[src/rtl/rv64_csr_unit.sv]
// rv64_csr_unit: machine-mode CSR file with RW/RS/RC ops, trap/mret sequencing and irq generation.
// Define CSR_COUNTERS_EN to build the mcycle/minstret counters at 0xB00/0xB02.
module rv64_csr_unit #(
    parameter int unsigned         XLEN          = 64,
    parameter logic [XLEN-1:0]     MSTATUS_RESET = 64'h0000_000a_0000_1800,
    parameter logic [XLEN-1:0]     MTVEC_RESET   = 64'h0,
    parameter int unsigned         HARTID        = 0
) (
    input  logic            clk,
    input  logic            rst,
    input  logic            csr_valid_i,
    input  logic [11:0]     csr_addr_i,
    input  logic [1:0]      csr_op_i,
    input  logic [XLEN-1:0] csr_wdata_i,
    output logic [XLEN-1:0] csr_rdata_o,
    output logic            csr_illegal_o,
    input  logic            trap_valid_i,
    input  logic [XLEN-1:0] trap_cause_i,
    input  logic [XLEN-1:0] trap_pc_i,
    input  logic [XLEN-1:0] trap_tval_i,
    input  logic            mret_valid_i,
    input  logic            instret_i,
    input  logic            irq_soft_i,
    input  logic            irq_timer_i,
    input  logic            irq_ext_i,
    output logic [XLEN-1:0] trap_vector_o,
    output logic [XLEN-1:0] mepc_o,
    output logic            irq_pending_o
);

    localparam logic [XLEN-1:0] MISA_VAL   = {2'b10, {(XLEN-15){1'b0}}, 13'h1100};
    localparam logic [XLEN-1:0] HARTID_VAL = XLEN'(HARTID);
    localparam logic [XLEN-1:0] MIE_MASK   = XLEN'(12'h888);
    localparam int unsigned     ST_MIE     = 3;
    localparam int unsigned     ST_MPIE    = 7;

    logic [XLEN-1:0] mstatus_q, mstatus_d;
    logic [XLEN-1:0] mie_q, mie_d;
    logic [XLEN-1:0] mtvec_q, mtvec_d;
    logic [XLEN-1:0] mscratch_q, mscratch_d;
    logic [XLEN-1:0] mepc_q, mepc_d;
    logic [XLEN-1:0] mcause_q, mcause_d;
    logic [XLEN-1:0] mtval_q, mtval_d;
    logic [XLEN-1:0] mip_q, mip_d;
    logic            irq_pending_q, irq_pending_d;
`ifdef CSR_COUNTERS_EN
    logic [XLEN-1:0] mcycle_q, mcycle_d;
    logic [XLEN-1:0] minstret_q, minstret_d;
`else
    logic            unused_instret;
    assign unused_instret = instret_i;
`endif

    logic [XLEN-1:0] rdata;
    logic [XLEN-1:0] wval;
    logic            mapped;
    logic            ro;
    logic            illegal;
    logic            wr_en;

    always_comb begin
        rdata  = '0;
        mapped = 1'b1;
        ro     = 1'b0;
        case (csr_addr_i)
            12'h300: rdata = mstatus_q;
            12'h301: begin rdata = MISA_VAL; ro = 1'b1; end
            12'h304: rdata = mie_q;
            12'h305: rdata = mtvec_q;
            12'h340: rdata = mscratch_q;
            12'h341: rdata = mepc_q;
            12'h342: rdata = mcause_q;
            12'h343: rdata = mtval_q;
            12'h344: rdata = mip_q;
`ifdef CSR_COUNTERS_EN
            12'hB00: rdata = mcycle_q;
            12'hB02: rdata = minstret_q;
`endif
            12'hF14: begin rdata = HARTID_VAL; ro = 1'b1; end
            default: mapped = 1'b0;
        endcase
    end

    always_comb begin
        case (csr_op_i)
            2'b01:   wval = csr_wdata_i;
            2'b10:   wval = rdata | csr_wdata_i;
            2'b11:   wval = rdata & ~csr_wdata_i;
            default: wval = rdata;
        endcase
    end

    // Set/clear with a zero operand is a pure read, so it stays legal on read-only CSRs.
    assign illegal = csr_valid_i && (!mapped ||
                     (ro && ((csr_op_i == 2'b01) ||
                             ((csr_op_i != 2'b00) && (csr_wdata_i != '0)))));
    assign wr_en   = csr_valid_i && (csr_op_i != 2'b00) && !trap_valid_i && !illegal && !ro;

    always_comb begin
        mstatus_d  = mstatus_q;
        mie_d      = mie_q;
        mtvec_d    = mtvec_q;
        mscratch_d = mscratch_q;
        mepc_d     = mepc_q;
        mcause_d   = mcause_q;
        mtval_d    = mtval_q;
        mip_d      = '0;
        mip_d[3]   = irq_soft_i;
        mip_d[7]   = irq_timer_i;
        mip_d[11]  = irq_ext_i;
        if (trap_valid_i) begin
            mstatus_d[ST_MPIE] = mstatus_q[ST_MIE];
            mstatus_d[ST_MIE]  = 1'b0;
            mepc_d             = {trap_pc_i[XLEN-1:2], 2'b00};
            mcause_d           = trap_cause_i;
            mtval_d            = trap_tval_i;
        end else begin
            if (mret_valid_i) begin
                mstatus_d[ST_MIE]  = mstatus_q[ST_MPIE];
                mstatus_d[ST_MPIE] = 1'b1;
            end
            if (wr_en) begin
                case (csr_addr_i)
                    12'h300: if (!mret_valid_i) mstatus_d = wval;
                    12'h304: mie_d      = wval & MIE_MASK;
                    12'h305: mtvec_d    = {wval[XLEN-1:2], 1'b0, wval[0]};
                    12'h340: mscratch_d = wval;
                    12'h341: mepc_d     = {wval[XLEN-1:2], 2'b00};
                    12'h342: mcause_d   = wval;
                    12'h343: mtval_d    = wval;
                    default: ;
                endcase
            end
        end
        mstatus_d[12:11] = 2'b11;
        irq_pending_d    = mstatus_q[ST_MIE] & (|(mip_q & mie_q));
    end

    always_ff @(posedge clk) begin
        if (!rst) begin
            mstatus_q     <= MSTATUS_RESET;
            mie_q         <= '0;
            mtvec_q       <= MTVEC_RESET;
            mscratch_q    <= '0;
            mepc_q        <= '0;
            mcause_q      <= '0;
            mtval_q       <= '0;
            mip_q         <= '0;
            irq_pending_q <= 1'b0;
        end else begin
            mstatus_q     <= mstatus_d;
            mie_q         <= mie_d;
            mtvec_q       <= mtvec_d;
            mscratch_q    <= mscratch_d;
            mepc_q        <= mepc_d;
            mcause_q      <= mcause_d;
            mtval_q       <= mtval_d;
            mip_q         <= mip_d;
            irq_pending_q <= irq_pending_d;
        end
    end

`ifdef CSR_COUNTERS_EN
    always_comb begin
        mcycle_d   = mcycle_q + XLEN'(1);
        minstret_d = instret_i ? minstret_q + XLEN'(1) : minstret_q;
        if (wr_en && (csr_addr_i == 12'hB00)) mcycle_d   = wval;
        if (wr_en && (csr_addr_i == 12'hB02)) minstret_d = wval;
    end

    always_ff @(posedge clk) begin
        if (!rst) begin
            mcycle_q   <= '0;
            minstret_q <= '0;
        end else begin
            mcycle_q   <= mcycle_d;
            minstret_q <= minstret_d;
        end
    end
`endif

    assign csr_rdata_o   = rdata;
    assign csr_illegal_o = illegal;
    assign mepc_o        = mepc_q;
    assign irq_pending_o = irq_pending_q;
    assign trap_vector_o = (mtvec_q[0] && trap_cause_i[XLEN-1])
                         ? {mtvec_q[XLEN-1:2], 2'b00} + {trap_cause_i[XLEN-3:0], 2'b00}
                         : {mtvec_q[XLEN-1:2], 2'b00};

endmodule

[config.mk]
export PLATFORM = sky130hd
export DESIGN_NAME = rv64_csr_unit
export DESIGN_NICKNAME = d
export VERILOG_FILES = /design/src/rtl/rv64_csr_unit.sv
export SDC_FILE = /design/constraint.sdc
export NUM_CORES = 1
export LEC_CHECK = 0
export BUFFER_PORTS_ARGS = -buffer_cell sky130_fd_sc_hd__buf_2
export CELL_PAD_IN_SITES_DETAIL_PLACEMENT = 1
export CELL_PAD_IN_SITES_GLOBAL_PLACEMENT = 1
export CORE_MARGIN = 2
export CORE_UTILIZATION = 37
export CTS_CLUSTER_SIZE = 10
export DETAILED_ROUTE_END_ITERATION = 8
export PLACE_DENSITY_LB_ADDON = 0.2
export SLEW_MARGIN = 15
export SYNTH_ARGS = -nofsm -noshare
export SYNTH_HDL_FRONTEND = slang
export SYNTH_SLANG_ARGS = --single-unit
[constraint.sdc]
create_clock -name clk -period 5 [get_ports clk]
set_input_delay 1.25 -clock clk [delete_from_list [all_inputs] [get_ports clk]]
set_output_delay 1.25 -clock clk [all_outputs]
set_load 0.01 [all_outputs]
Word level (Yosys, flattened, before mapping)
Index checks and enable logic that the tools add are counted.

Equality and inequality tests: 13. Bitwise gates (word level): 8. Add/sub/neg operators: 1. Reduce and logical (&&, ||, !) cells: 31. Mux-type cells: 20.

Operators by type and width (number): 64-bit 2-to-1 mux (10); 64-bit case mux with 9 select lines (1); 64-bit case mux with 3 select lines (1); 12-bit by 10-bit equality test with 1-bit output, second input constant (9); 64-bit adder (1); 64-bit by 12-bit bitwise AND with 64-bit output (1); 64-bit bitwise AND (1); 64-bit inverter (1); 64-bit OR (1); 64-bit nonzero test (1); 64-bit OR reduction (1); 8-bit 2-to-1 mux (3); 12-bit equality test, second input constant (1); 2-bit nonzero test (5); 10-bit OR reduction (1); 3-bit AND reduction (3); 1-bit logical AND (8); 2-bit AND reduction (3); 1-bit 2-to-1 mux (5); 2-bit equality test, second input constant (2); 1-bit logical NOT (4); 4-bit AND reduction (1); 2-bit OR reduction (2); 1-bit inverter (3); other kinds (3) (4).

Output and inout port bits: 194. Bits in registers: 448. Bits of input ports: 279. Word-level logic and storage cells: 86.

Depth between registers and ports, before layout
Word-level depth: 11. Mapped depth: 13. Mapped depth without buffers: 13.

Worst setup path before layout
No wires, ideal clock.

Path kind: input -> output. From: in trap_cause_i[0]. To: out trap_vector_o[50]. Slack: 75 ps. Buffers on the path: 0. Stages on the path: 13. Required time: 3750 ps. Arrival time: 3675 ps. Path through: ha_1 inv_1 fa_1 nor2b_1 o31a_1 o2111a_1 o211ai_1 a211oi_1 o31ai_1 o21ai_1 a31oi_1 xor2_1 o21ai_1.

Longest elaborated chain between the ends: 2.

Ends and longest elaborated chain: from (decl) (RTL line 18) `input logic [XLEN-1:0] trap_cause_i,`; 64-bit adder (RTL line 187) `? {mtvec_q[XLEN-1:2], 2'b00} + {trap_cause_i[XLEN-3:0], 2'b00}`; 64-bit 2-to-1 mux (RTL line 187); to (decl) (RTL line 26) `output logic [XLEN-1:0] trap_vector_o,`.

Every way passes these cells.

Worst setup path in the final report
From: in trap_cause_i[13]. To: out trap_vector_o[62].

Same word-level chain as after synthesis.

==> metrics <==
Min-Delay Path Class reg -> reg; Slew Viols, Final 0; Die Ht 257 um; Die Footprint 0.0658 mm^2; gr usage total 0.330; Clk pwr share 0.437; Starting Density 0.374; Max Clk Rate 183 MHz; WP data arrival 4.20 ns; Vias 27000; vias in the first global route 27500; crit path capture type output pin; DR WL/cell 26.3 um; hold_ws 0.498 ns; Crit Path Max Fanout 3; Primary FF master, synth dfxtp_1; IO buf count 465; CP startpoint trap_cause_i[13]; final WL 114000 um; CTS Root Cell clkbuf_16; Num CTS Buffers 48; Layout area overhead 33.0%; largest net degree at the start of global routing 130; drc violations 0; final worst-path cycle share 1.09; total gr overflow 0; synth warn 0; layout cells sized above 1 0.298; Yosys top cell by area dfxtp_1; Pleak 17.1 nW; Clock Skew 0.0225 ns; RSZ-0062 raised after global routing yes; clock tree buffer depth 3; antenna violations before repair 12; status finished with violations; Peak VDD IR 0.214 mV; Ports 473; Starting DRT DRC Count 2420; setup TNS -8.67 ns; Mapped Cells 2887; clock sinks 386; required time worst endpoint 3.75 ns; Inst Count DP 4228; Buf/Inv on CP 2; crit-path cells buf_2, ha_1, a21oi_2, o21ai_2, a21oi_4, o221ai_2, a221o_2, o311a_4, o21ai_4, a21oi_4, nor4b_2, a211o_1, buf_2; Area contributors post-synth dfxtp_1 33%, o211a_1 16%, nand2_1 8.8%; cell family with most CP delay compound AO/OA/AOI/OAI gates; combinational power share 0.137; post-synth top area share 0.327; Mapped Avg Cell Area 8.17 um^2; Fillers 7552; drt first pass iters 7; dpl hpwl 80100 um; count of cell types in the netlist 84; Die Wd 257 um; max_cap viols 0; Synth Cell Area 0.0236 mm^2; sequential cell area 0.00773 mm^2; Sw Ratio 0.277; minimum clock period 5.45 ns; Final Hold Viols 0; Final Setup Violations 40; ys async rst share 0; reg2reg start mstatus_q[3]$_SDFF_PP0_; CTS H-tree depth 2; GP Congestion 0.909; Min-Delay Startpoint mscratch_q[16]$_SDFFE_PN0P_; Post-synth EDFFs 0; core area 0.0631 mm^2; FF+latch count, synth 386; failing checks setup timing; Nets 3798; final worst slack -0.454 ns; Slowest-stage cell, CP a221o_2; vias per inst 6.22; Worst-path clk slew 0.05 ns; Int Power 5.53 mW; ANT nets after route 0; first-pass GRT wire length 170000 um; Final Non-Filler Cells 4344; Worst setup SP type input port; register share of total power 0.426; PwrDens 244 mW/mm^2; Max transition margin 0.357; final core occ 0.498; row count 92; slew at the pin with the worst max-slew slack 0.964 ns; hold_buf cts 0; worst-skew pair later-pin latency 0.60 ns; Setup Crit Path Kind in -> out; pre-CTS WS -0.855 ns; Multi-input gate area 0.0157 mm^2; switching power total 2.12 mW; crit-path max cell delay 0.44 ns; CTS tree built; sequential share of the synthesized area 0.327
==> power by group through the flow <==
| stage | Combinational (mW) | Clock [mW] | Sequential (mW) |
|---|---|---|---|
| after CTS | 1.02 | 3.40 | 3.26 |
| after global placement | 0.956 | 0 | 3.32 |
| after detailed placement | 0.995 | 0 | 3.32 |
| final | 1.05 | 3.34 | 3.26 |
| after floorplan | 0.519 | 0 | 3.32 |
| after global routing | 1.13 | 3.52 | 3.27 |
==> flip-flops by register name, indices dropped and copies added, names as in the netlist <==
| name | count |
|---|---|
| irq_pending_o | 1 |
| mcause_q | 64 |
| mepc_o | 62 |
| mie_q | 3 |
| mip_q | 3 |
| mscratch_q | 64 |
| mstatus_q | 62 |
| mtval_q | 64 |
| mtvec_q | 63 |
==> worst paths after layout <==
kind	to	slack [ns]	cells past startpoint
worst max register to register	mstatus_q[3]$_SDFF_PP0_	2.52	10
worst max-delay path	trap_vector_o[62]	-0.45	13
worst min register to register	mscratch_q[16]$_SDFFE_PN0P_	0.50	1
worst min-delay path	mscratch_q[16]$_SDFFE_PN0P_	0.50	1
==> cell usage in the layout (no fill, tap or decap), types with 8 or more instances in the layout <==
master	synthesis	layout
a222oi_1	63	63
a21oi_2	3	10
nor4_1	22	19
diode_2	0	14
buf_2	45	437
buf_6	3	42
o21bai_1	8	8
o21ai_0	83	45
buf_4	9	293
a21o_1	105	105
nor3_1	16	9
nand4_1	18	18
clkbuf_1	204	15
nand3_1	68	66
ha_4	0	13
o21ai_1	34	46
and2_1	16	13
o211ai_1	178	178
o21a_1	10	10
o21ai_2	1	20
buf_12	0	21
o211a_1	376	376
inv_1	22	19
dfxtp_1	386	386
ha_1	61	44
xnor2_1	22	15
clkbuf_16	0	49
a22oi_1	65	64
a21oi_1	253	236
nand3_2	7	8
a21oi_4	1	11
nand2b_1	28	27
nand2_1	554	547
nor2_1	60	51
xor2_1	26	21
==> per-stage QoR <==
stage,power [mW],area (um^2)
2_1_floorplan,3.84,23600
3_3_place_gp,4.27,28500
3_5_place_dp,4.32,28500
4_1_cts,7.67,30700
5_1_grt,7.91,31400
6_report,7.65,31400
==> routing by layer <==
layer	GRT usage	share of wire
met1	0.435	0.43
met2	0.543	0.47
met3	0.0427	0.065
met4	0.137	0.039
met5	0	0
==> area by class of cell <==
cell class | count | area share
clock buffer | 71 | 0.0439
inverter | 23 | 0.00299
antenna | 14 | 0.00112
clock inverter | 6 | 0.00207
sequential | 386 | 0.246
multi-input combinational | 2201 | 0.500
timing repair buffer | 797 | 0.170
tap | 846 | 0.0337
==> cells by family after synthesis <==
kind of cell | Yosys count | share of synthesized area
AO/OA/AOI/OAI | 1242 | 0.406
AND/OR/NAND/NOR | 836 | 0.158
XOR/XNOR | 48 | 0.0178
flip-flops | 386 | 0.327
buffers and inverters | 303 | 0.0534
other | 1 | 0.000159
multiplexers | 9 | 0.00392
adder cells (fa/ha/maj) | 62 | 0.0332
==> what timing repair did <==
action | 4_1_cts | 5_1_grt
setup buffers | 24 | 18
resized for setup | 128 | 144
pin swaps | 56 | 52
endpoints found under the setup margin | 44 | 46
==> synth_stat cells (60+ instances only) <==
master	count
ha_1	61
nand3_1	68
o21ai_0	83
nand2_1	554
a222oi_1	63
a22oi_1	65
o211a_1	376
a21o_1	105
nor2_1	60
o211ai_1	178
clkbuf_1	204
a21oi_1	253
dfxtp_1	386
No activity file was read; power rests on OpenSTA's default activity.
